--- src/rtl/writeback_arbiter_pkg.sv ---
// Shared source encodings and payload type for the register-file writeback arbiter.
package writeback_arbiter_pkg;

  localparam int AGE_W = 4;

  typedef enum logic [1:0] {
    SRC_INT  = 2'd0,
    SRC_FPU  = 2'd1,
    SRC_FFT  = 2'd2,
    SRC_NONE = 2'd3
  } wbSrc_e;

  typedef struct packed {
    logic [4:0]  rd;
    logic [31:0] data;
    logic        isFp;
  } wbPayload_t;

endpackage

--- src/rtl/writeback_arbiter_wb_age_counter.sv ---
// Saturating wait-age counter; flags when a losing source has waited LIMIT cycles.
module wb_age_counter
  import writeback_arbiter_pkg::*;
#(
  parameter int LIMIT = 4
) (
  input  logic clk,
  input  logic rst,
  input  logic inc_i,
  input  logic clr_i,
  output logic atLimit_o
);

  localparam logic [AGE_W-1:0] LIMIT_C = AGE_W'(LIMIT);

  logic [AGE_W-1:0] count_q;
  logic [AGE_W-1:0] count_d;

  always_comb begin
    count_d = count_q;
    if (clr_i) begin
      count_d = '0;
    end else if (inc_i && (count_q != LIMIT_C)) begin
      count_d = count_q + AGE_W'(1);
    end
  end

  always_ff @(posedge clk or posedge rst) begin
    if (rst) begin
      count_q <= '0;
    end else begin
      count_q <= count_d;
    end
  end

  assign atLimit_o = (count_q == LIMIT_C);

endmodule

--- src/rtl/writeback_arbiter.sv ---
// Merges integer-pipe, FP-unit and FFT-store results onto the single register-file
// write port using priority, round-robin and anti-starvation aging.
module writeback_arbiter
  import writeback_arbiter_pkg::*;
#(
  parameter int STARVE_LIMIT = 4,
  parameter int CNT_W        = 16
) (
  input  logic             clk,
  input  logic             rst,
  input  logic             int_valid,
  output logic             int_ready,
  input  logic [4:0]       int_rd,
  input  logic [31:0]      int_data,
  input  logic             int_is_fp,
  input  logic             fpu_valid,
  output logic             fpu_ready,
  input  logic [4:0]       fpu_rd,
  input  logic [31:0]      fpu_data,
  input  logic             fpu_is_fp,
  input  logic             fft_valid,
  output logic             fft_ready,
  input  logic [4:0]       fft_rd,
  input  logic [31:0]      fft_data,
  output logic [31:0]      wb_data,
  output logic [4:0]       wb_rd,
  output logic             wb_reg_write,
  output logic             wb_fp_reg_write,
  output logic [1:0]       wb_src,
  output logic [CNT_W-1:0] perf_conflict_cnt,
  output logic [CNT_W-1:0] perf_starve_cnt
);

  wbSrc_e     grant;
  logic       forced;
  logic       conflict;
  wbPayload_t selPl;
  logic       fpuAtLimit;
  logic       fftAtLimit;

  logic             rrPtr_q, rrPtr_d;
  logic [31:0]      wbData_q, wbData_d;
  logic [4:0]       wbRd_q, wbRd_d;
  logic             wbRegWrite_q, wbRegWrite_d;
  logic             wbFpRegWrite_q, wbFpRegWrite_d;
  wbSrc_e           wbSrc_q, wbSrc_d;
  logic [CNT_W-1:0] conflictCnt_q, conflictCnt_d;
  logic [CNT_W-1:0] starveCnt_q, starveCnt_d;

  wb_age_counter #(.LIMIT(STARVE_LIMIT)) uFpuAge (
    .clk       (clk),
    .rst       (rst),
    .inc_i     (fpu_valid && (grant != SRC_FPU)),
    .clr_i     (!fpu_valid || (grant == SRC_FPU)),
    .atLimit_o (fpuAtLimit)
  );

  wb_age_counter #(.LIMIT(STARVE_LIMIT)) uFftAge (
    .clk       (clk),
    .rst       (rst),
    .inc_i     (fft_valid && (grant != SRC_FFT)),
    .clr_i     (!fft_valid || (grant == SRC_FFT)),
    .atLimit_o (fftAtLimit)
  );

  // rrPtr_q: 0 names FPU, 1 names FFT for the next FPU/FFT tie.
  always_comb begin
    grant  = SRC_NONE;
    forced = 1'b0;
    if (fpuAtLimit && fpu_valid) begin
      grant  = SRC_FPU;
      forced = 1'b1;
    end else if (fftAtLimit && fft_valid) begin
      grant  = SRC_FFT;
      forced = 1'b1;
    end else if (int_valid) begin
      grant = SRC_INT;
    end else if (fpu_valid && fft_valid) begin
      grant = rrPtr_q ? SRC_FFT : SRC_FPU;
    end else if (fpu_valid) begin
      grant = SRC_FPU;
    end else if (fft_valid) begin
      grant = SRC_FFT;
    end
  end

  assign int_ready = (grant == SRC_INT);
  assign fpu_ready = (grant == SRC_FPU);
  assign fft_ready = (grant == SRC_FFT);

  assign conflict = (int_valid && (grant != SRC_INT)) ||
                    (fpu_valid && (grant != SRC_FPU)) ||
                    (fft_valid && (grant != SRC_FFT));

  always_comb begin
    selPl = '{rd: int_rd, data: int_data, isFp: int_is_fp};
    case (grant)
      SRC_FPU: selPl = '{rd: fpu_rd, data: fpu_data, isFp: fpu_is_fp};
      SRC_FFT: selPl = '{rd: fft_rd, data: fft_data, isFp: 1'b1};
      default: ;
    endcase
  end

  // Integer-file writes to x0 are consumed but never reach the register file.
  always_comb begin
    rrPtr_d        = rrPtr_q;
    wbData_d       = wbData_q;
    wbRd_d         = wbRd_q;
    wbRegWrite_d   = 1'b0;
    wbFpRegWrite_d = 1'b0;
    wbSrc_d        = SRC_NONE;
    conflictCnt_d  = conflictCnt_q;
    starveCnt_d    = starveCnt_q;
    if (grant == SRC_FPU) rrPtr_d = 1'b1;
    if (grant == SRC_FFT) rrPtr_d = 1'b0;
    if (grant != SRC_NONE) begin
      wbData_d       = selPl.data;
      wbRd_d         = selPl.rd;
      wbRegWrite_d   = selPl.isFp || (selPl.rd != 5'd0);
      wbFpRegWrite_d = selPl.isFp;
      wbSrc_d        = grant;
    end
    if (conflict && (conflictCnt_q != '1)) conflictCnt_d = conflictCnt_q + CNT_W'(1);
    if (forced && (starveCnt_q != '1)) starveCnt_d = starveCnt_q + CNT_W'(1);
  end

  always_ff @(posedge clk or posedge rst) begin
    if (rst) begin
      rrPtr_q        <= 1'b0;
      wbData_q       <= '0;
      wbRd_q         <= '0;
      wbRegWrite_q   <= 1'b0;
      wbFpRegWrite_q <= 1'b0;
      wbSrc_q        <= SRC_NONE;
      conflictCnt_q  <= '0;
      starveCnt_q    <= '0;
    end else begin
      rrPtr_q        <= rrPtr_d;
      wbData_q       <= wbData_d;
      wbRd_q         <= wbRd_d;
      wbRegWrite_q   <= wbRegWrite_d;
      wbFpRegWrite_q <= wbFpRegWrite_d;
      wbSrc_q        <= wbSrc_d;
      conflictCnt_q  <= conflictCnt_d;
      starveCnt_q    <= starveCnt_d;
    end
  end

  assign wb_data           = wbData_q;
  assign wb_rd             = wbRd_q;
  assign wb_reg_write      = wbRegWrite_q;
  assign wb_fp_reg_write   = wbFpRegWrite_q;
  assign wb_src            = wbSrc_q;
  assign perf_conflict_cnt = conflictCnt_q;
  assign perf_starve_cnt   = starveCnt_q;

endmodule

--- config.mk ---
export PLATFORM = sky130hd
export DESIGN_NAME = writeback_arbiter
export DESIGN_NICKNAME = d
export VERILOG_FILES = /design/src/rtl/writeback_arbiter_pkg.sv /design/src/rtl/writeback_arbiter_wb_age_counter.sv /design/src/rtl/writeback_arbiter.sv
export SDC_FILE = /design/constraint.sdc
export NUM_CORES = 1
export LEC_CHECK = 0
export ABC_AREA = 0
export CAP_MARGIN = 20
export CELL_PAD_IN_SITES_DETAIL_PLACEMENT = 0
export CELL_PAD_IN_SITES_GLOBAL_PLACEMENT = 1
export CORE_UTILIZATION = 25
export CTS_CLUSTER_SIZE = 28
export DETAILED_ROUTE_END_ITERATION = 16
export PLACE_DENSITY = 0.66
export SYNTH_ARGS = -nofsm -noshare
export SYNTH_HDL_FRONTEND = slang
export SYNTH_SLANG_ARGS = --single-unit
--- constraint.sdc ---
create_clock -name clk -period 4.3 [get_ports clk]
set_input_delay 0.645 -clock clk [delete_from_list [all_inputs] [get_ports clk]]
set_output_delay 0.645 -clock clk [all_outputs]
set_load 0.02 [all_outputs]
Word-level counts from Yosys, hierarchy flattened
Cells that the tools add are included.
{"block": "op_classes", "reduce_logical": 23, "bitwise_logic": 0, "div_mod_pow": 0, "eq_ne": 11, "mux": 19, "mul": 0, "n_shift": 0, "add_sub_neg": 4, "order_cmp": 0}
{"op": "38-bit case mux with 2 select lines", "count": 1}
{"op": "16-bit by 1-bit adder with 16-bit output, second input constant", "count": 2}
{"op": "16-bit inequality test, second input constant", "count": 2}
{"op": "4-bit two-way mux", "count": 4}
{"op": "2-bit two-way mux", "count": 7}
{"op": "1-bit logical AND", "count": 10}
{"op": "4-bit by 1-bit adder with 4-bit output, second input constant", "count": 2}
{"op": "4-bit by 3-bit equality test with 1-bit output, second input constant", "count": 2}
{"op": "4-bit by 3-bit inequality test with 1-bit output, second input constant", "count": 2}
{"op": "2-bit nonzero test", "count": 4}
{"op": "1-bit two-way mux", "count": 7}
{"op": "1-bit logical OR", "count": 5}
{"op": "5-bit nonzero test", "count": 1}
{"op": "2-bit inequality test, second input constant", "count": 2}
{"op": "2-bit by 1-bit equality test with 1-bit output, second input constant", "count": 1}
{"op": "2-bit equality test, second input constant", "count": 1}
{"op": "1-bit zero test", "count": 2}
{"op": "2-bit zero test", "count": 1}
{"op": "2-bit by 1-bit inequality test with 1-bit output, second input constant", "count": 1}
{"block": "totals", "elab_cells": 67, "n_memories": 0, "romBits": 0, "latchBits": 0, "reg_bits": 82, "ram_bits": 0}

Logic depth before layout (Yosys ltp)
{"block": "depth", "ltp_word": 11, "mapped_depth": 13, "depth_no_buf": 11}

Modules after synthesis
Synthesis repeated with hierarchy kept, for this count alone.
{"block": "unflattened", "hier_cells": 474, "hier_area_um2": 4362.9}
{"mod": "writeback_arbiter", "n_inst": 1, "area_per_inst_um2": 3887.5, "seq_area_each_um2": 1854.3, "cells_each": 424}
{"mod": "wb_age_counter", "n_inst": 2, "area_per_inst_um2": 237.7, "seq_area_each_um2": 100.1, "cells_each": 25}

Least setup slack after synthesis
No wires, ideal clock.
{"block": "synth_path", "kind": "register to register", "start": "register uFftAge.count_q[0]", "end": "register conflictCnt_q[9] (netlist: perf_conflict_cnt[9])", "period_less_slack_ns": 2.768, "required_time_ns": 4.220, "arrival_ns": 2.688, "n_path_buf": 2, "path_stages_with_launch": 14, "path_slack_ns": 1.532, "setup_ns": 0.080, "cell_sequence": "dfrtp_1 inv_1 ha_1 nand3b_1 o21ai_1 a31oi_1 inv_1 ha_1 nand2b_1 and3_1 clkbuf_1 buf_2 nor4_1 xor2_1"}
{"block": "synth_via", "elab_chain_len": 9, "elab_cells_between_ends": 13, "classes_between": "3 x eq/ne; 2 x mux; 8 x reduce/logical"}
{"item": "start: declaration", "line": "writeback_arbiter_wb_age_counter.sv:16", "text": "logic [AGE_W-1:0] count_q;"}
{"item": "start signal: assignment", "line": "writeback_arbiter_wb_age_counter.sv:32", "text": "count_q <= count_d;"}
{"item": "4-bit by 3-bit equality test with 1-bit output *", "line": "writeback_arbiter_wb_age_counter.sv:36", "text": "assign atLimit_o = (count_q == LIMIT_C);"}
{"item": "1-bit logical AND *", "line": "writeback_arbiter.sv:73", "text": "end else if (fftAtLimit && fft_valid) begin"}
{"item": "2-bit two-way mux *", "line": "writeback_arbiter.sv:73"}
{"item": "2-bit two-way mux *", "line": "writeback_arbiter.sv:70", "text": "if (fpuAtLimit && fpu_valid) begin"}
{"item": "2-bit by 1-bit inequality test with 1-bit output or 2-bit nonzero test (tied branches)", "line": "writeback_arbiter.sv:92, writeback_arbiter.sv:91"}
{"item": "1-bit logical AND, on equally long branches", "line": "writeback_arbiter.sv:92, writeback_arbiter.sv:91"}
{"item": "1-bit logical OR", "line": "writeback_arbiter.sv:91", "text": "assign conflict = (int_valid && (grant != SRC_INT)) ||"}
{"item": "1-bit logical OR *", "line": "writeback_arbiter.sv:92", "text": "(fpu_valid && (grant != SRC_FPU)) ||"}
{"item": "1-bit logical AND *", "line": "writeback_arbiter.sv:123", "text": "if (conflict && (conflictCnt_q != '1)) conflictCnt_d = conflictCnt_q + CNT_W'(1);"}
{"item": "end signal: assignment", "line": "writeback_arbiter.sv:144", "text": "conflictCnt_q <= conflictCnt_d;"}
{"item": "end: declaration", "line": "writeback_arbiter.sv:47", "text": "logic [CNT_W-1:0] conflictCnt_q, conflictCnt_d;"}
Mark *: on every way between the ends. The rest lies on a longest branch, timed or not.
A chain may end at the register's enable or synchronous reset.

Worst setup path in the final report
{"block": "layout_path", "start": "input fft_valid", "end": "output fft_ready"}
{"block": "layout_via", "elab_chain_len": 7, "elab_cells_between_ends": 9, "classes_between": "1 x eq/ne; 6 x mux; 2 x reduce/logical"}
{"item": "start: declaration", "line": "writeback_arbiter.sv:21", "text": "input logic fft_valid,"}
{"item": "1-bit two-way mux", "line": "writeback_arbiter.sv:82", "text": "end else if (fft_valid) begin"}
{"item": "2-bit two-way mux", "line": "writeback_arbiter.sv:80", "text": "end else if (fpu_valid) begin"}
{"item": "2-bit two-way mux", "line": "writeback_arbiter.sv:78", "text": "end else if (fpu_valid && fft_valid) begin"}
{"item": "2-bit two-way mux", "line": "writeback_arbiter.sv:76", "text": "end else if (int_valid) begin"}
{"item": "2-bit two-way mux *", "line": "writeback_arbiter.sv:73"}
{"item": "2-bit two-way mux *", "line": "writeback_arbiter.sv:70"}
{"item": "2-bit equality test *", "line": "writeback_arbiter.sv:89", "text": "assign fft_ready = (grant == SRC_FFT);"}
{"item": "end: declaration", "line": "writeback_arbiter.sv:22", "text": "output logic fft_ready,"}
Marked as above.

==> results.sh <==
export IMPL_synth_edf_count=0
export IMPL_drc_errors=0
export IMPL_crit_path_max_fanout=4
export IMPL_port_buffers=193
export IMPL_ys_ff_latch=82
export IMPL_cp_required_ns=3.65
export IMPL_grt_pass1_wl_mm=21.9
export IMPL_path_class="in -> out"
export IMPL_htree_levels=3
export IMPL_die_area_um2=17900
export IMPL_start_kind="input port"
export IMPL_fin_nets=779
export IMPL_clockBufferDepth=2
export IMPL_ir_drop_mv=0.217
export IMPL_cts_tree="built"
export IMPL_ant_nets=0
export IMPL_ys_async_sr_fraction=1.00
export IMPL_grt_overflow_total=0
export IMPL_grt_usage=0.161
export IMPL_final_area_um2=6840
export IMPL_syn_num_nets=597
export IMPL_viasPerCell=4.66
export IMPL_synth_area_leaders="dfrtp_1 (46%), a22oi_1 (6.4%), xor2_1 (5.0%)"
export IMPL_report_final_setup_viol=0
export IMPL_cts_setup_buffers=0
export IMPL_die_h_um=134
export IMPL_finalHoldViolCount=0
export IMPL_num_antenna_cells=0
export IMPL_clockRootBuffer="clkbuf_16"
export IMPL_power_density_nw_per_um2=501
export IMPL_maxSlewViolCount=0
export IMPL_post_cts_resized=0
export IMPL_total_leakage_power_nw=2.73
export IMPL_period_needed_ns=3.32
export IMPL_area_delta_synth_final_pct=57.3
export IMPL_wl_mm=13.9
export IMPL_synth_top_area_frac=0.460
export IMPL_antenna_found_initial=0
export IMPL_core_um2=16800
export IMPL_cp_end_kind="output pin"
export IMPL_first_pass_iters=4
export IMPL_synth_distinct_cells=47
export IMPL_tns_ns=0
export IMPL_yosys_area_top_type="dfrtp_1"
export IMPL_fin_ws_ns=0.985
export IMPL_grt_pass1_vias=4168
export IMPL_route_detailed_wl_per_inst_um=15.8
export IMPL_detailroute_via_count=4086
export IMPL_dpl_hpwl_mm=10.8
export IMPL_cts_buffers=9
export IMPL_final_util=0.408
export IMPL_fin_worst_skew_ns=0.00894
export IMPL_drtIter0Drc=123
export IMPL_rsz0062_at_grt="no"
export IMPL_cts_num_sinks=82
export IMPL_drv_cap=0
export IMPL_tightestPinTransition_ns=0.667
export IMPL_drive_above_1_share=0.0655
export IMPL_synth_cell_area_um2=4350
export IMPL_ctsHoldBuffers=0
export IMPL_status="complete, no violations"
export IMPL_ys_seq_area_frac=0.473
export IMPL_min_path_type="reg -> reg"
export IMPL_clock_latency_ns=0.35
export IMPL_max_freq_ghz=0.302
export IMPL_total_power_mw=3.43
export IMPL_dp_worst_setup_slack_ns=0.609
export IMPL_ys_flop_type="dfrtp_1"
export IMPL_num_rows=47
export IMPL_clkSlewWorstSetupHoldPaths_ns=0.06
export IMPL_gp_congestion=0.793
export IMPL_post_route_period_util=0.771
export IMPL_synth_warnings=0
export IMPL_io_pins=194
export IMPL_initial_utilization=0.259
export IMPL_dieWidth_um=134
export IMPL_slew_headroom=0.555
export IMPL_worstPathArrival_ns=2.67
export IMPL_syn_instance_count=469
export IMPL_place_area_um2=6520
export IMPL_grt_max_degree=49
export IMPL_synth_avg_cell_area_um2=9.27
==> power breakdown <==
| part | switching [mW] | leakage [nW] | internal (mW) |
|---|---|---|---|
| clock network | 0.312 | 0.156 | 0.522 |
| logic | 0.736 | 1.56 | 0.663 |
| registers | 0.204 | 1.02 | 0.988 |
| total | 1.25 | 2.73 | 2.17 |
==> sequential cells by signal (all words and copies together) (netlist names) <==
| register | cells |
|---|---|
| uFpuAge.count_q | 4 |
| wb_src | 2 |
| wb_rd | 5 |
| uFftAge.count_q | 4 |
| wb_fp_reg_write | 1 |
| wb_data | 32 |
| rrPtr_q | 1 |
| perf_conflict_cnt | 16 |
| perf_starve_cnt | 16 |
| wb_reg_write | 1 |
==> worst max-delay path, stage by stage <==
cell,delay (ns)
clkdlybuf4s50_1,0.55
nand4b_1,0.20
a21oi_1,0.19
a31oi_1,0.10
inv_1,0.13
ha_2,0.20
clkdlybuf4s50_1,0.66
==> Yosys cell counts (3+ instances only) <==
| library cell | instances |
|---|---|
| a211oi_1 | 4 |
| a21oi_1 | 42 |
| a22oi_1 | 37 |
| and3_1 | 3 |
| buf_1 | 4 |
| clkbuf_1 | 23 |
| dfrtp_1 | 80 |
| ha_1 | 10 |
| inv_1 | 9 |
| mux2_2 | 5 |
| nand2_1 | 53 |
| nand2b_1 | 5 |
| nand3_1 | 11 |
| nand4_1 | 6 |
| nor2_1 | 48 |
| nor3_1 | 8 |
| nor4_1 | 9 |
| o21ai_0 | 38 |
| xnor2_1 | 8 |
| xor2_1 | 25 |
==> cell families (layout without fill, tap and decap cells) <==
kind of cell               after synthesis  in the layout  share of synthesized area
adders and majority gates               10             10                     0.0288
buffers and inverters                   39            226                     0.0351
DFF                                     82             82                      0.473
xor gates and xnor gates                33             33                     0.0665
muxes                                    8              8                     0.0201
and+or+nand+nor                        163            163                      0.187
AOI/OAI and AO/OA                      134            134                      0.190
==> per-stage QoR <==
| step | hold slack (ns) | cells |
|---|---|---|
| after detailed placement | 0.474 | 860 |
| after CTS | 0.487 | 876 |
| after global routing | 0.515 | 876 |
| final | 0.483 | 876 |
| after floorplan | 0.518 | 469 |
| after global placement | 0.469 | 859 |
==> layout by cell type (no fill, tap or decap), drive strengths merged, types with 13 or more instances in the layout <==
cell type      Yosys  routed
a21oi             42      42
a22oi             37      37
clkdlybuf4s50      0     193
dfrtp             80      80
nand2             53      53
nand3             13      13
nor2              48      48
o21ai             40      40
xor2              25      25
==> per-layer routing <==
layer,GRT usage,wire length (µm),share of wire
met1,0.190,5670,0.41
met2,0.276,6900,0.50
met3,0.0506,1120,0.081
met4,0.0530,180,0.013
met5,0,0,0
==> final timing paths <==
check / from / endpoint / slack (ns) / cells past startpoint
setup / recovery: fft_valid / fft_ready / 0.98 / 7
hold / removal: wb_data[7] / wb_data[7] / 0.48 / 2
setup reg to reg: uFftAge.count_q[0] / wb_reg_write / 1.14 / 11
hold reg to reg: wb_data[7] / wb_data[7] / 0.48 / 2
max in group asynchronous: rst / perf_conflict_cnt[12] / 3.00 / 3
min in group asynchronous: rst / perf_conflict_cnt[7] / 0.64 / 2
==> layout make-up <==
cell class,instances,area [µm²]
Multi-Input combinational cell,348,2150
Timing Repair Buffer,201,2000
Clock buffer,11,243
Sequential cell,82,2050
Tap cell,220,275
Clock inverter,5,77.6
Inverter,9,35.0
Fill cell,1618,9920
(Power assumes the default switching activity.)
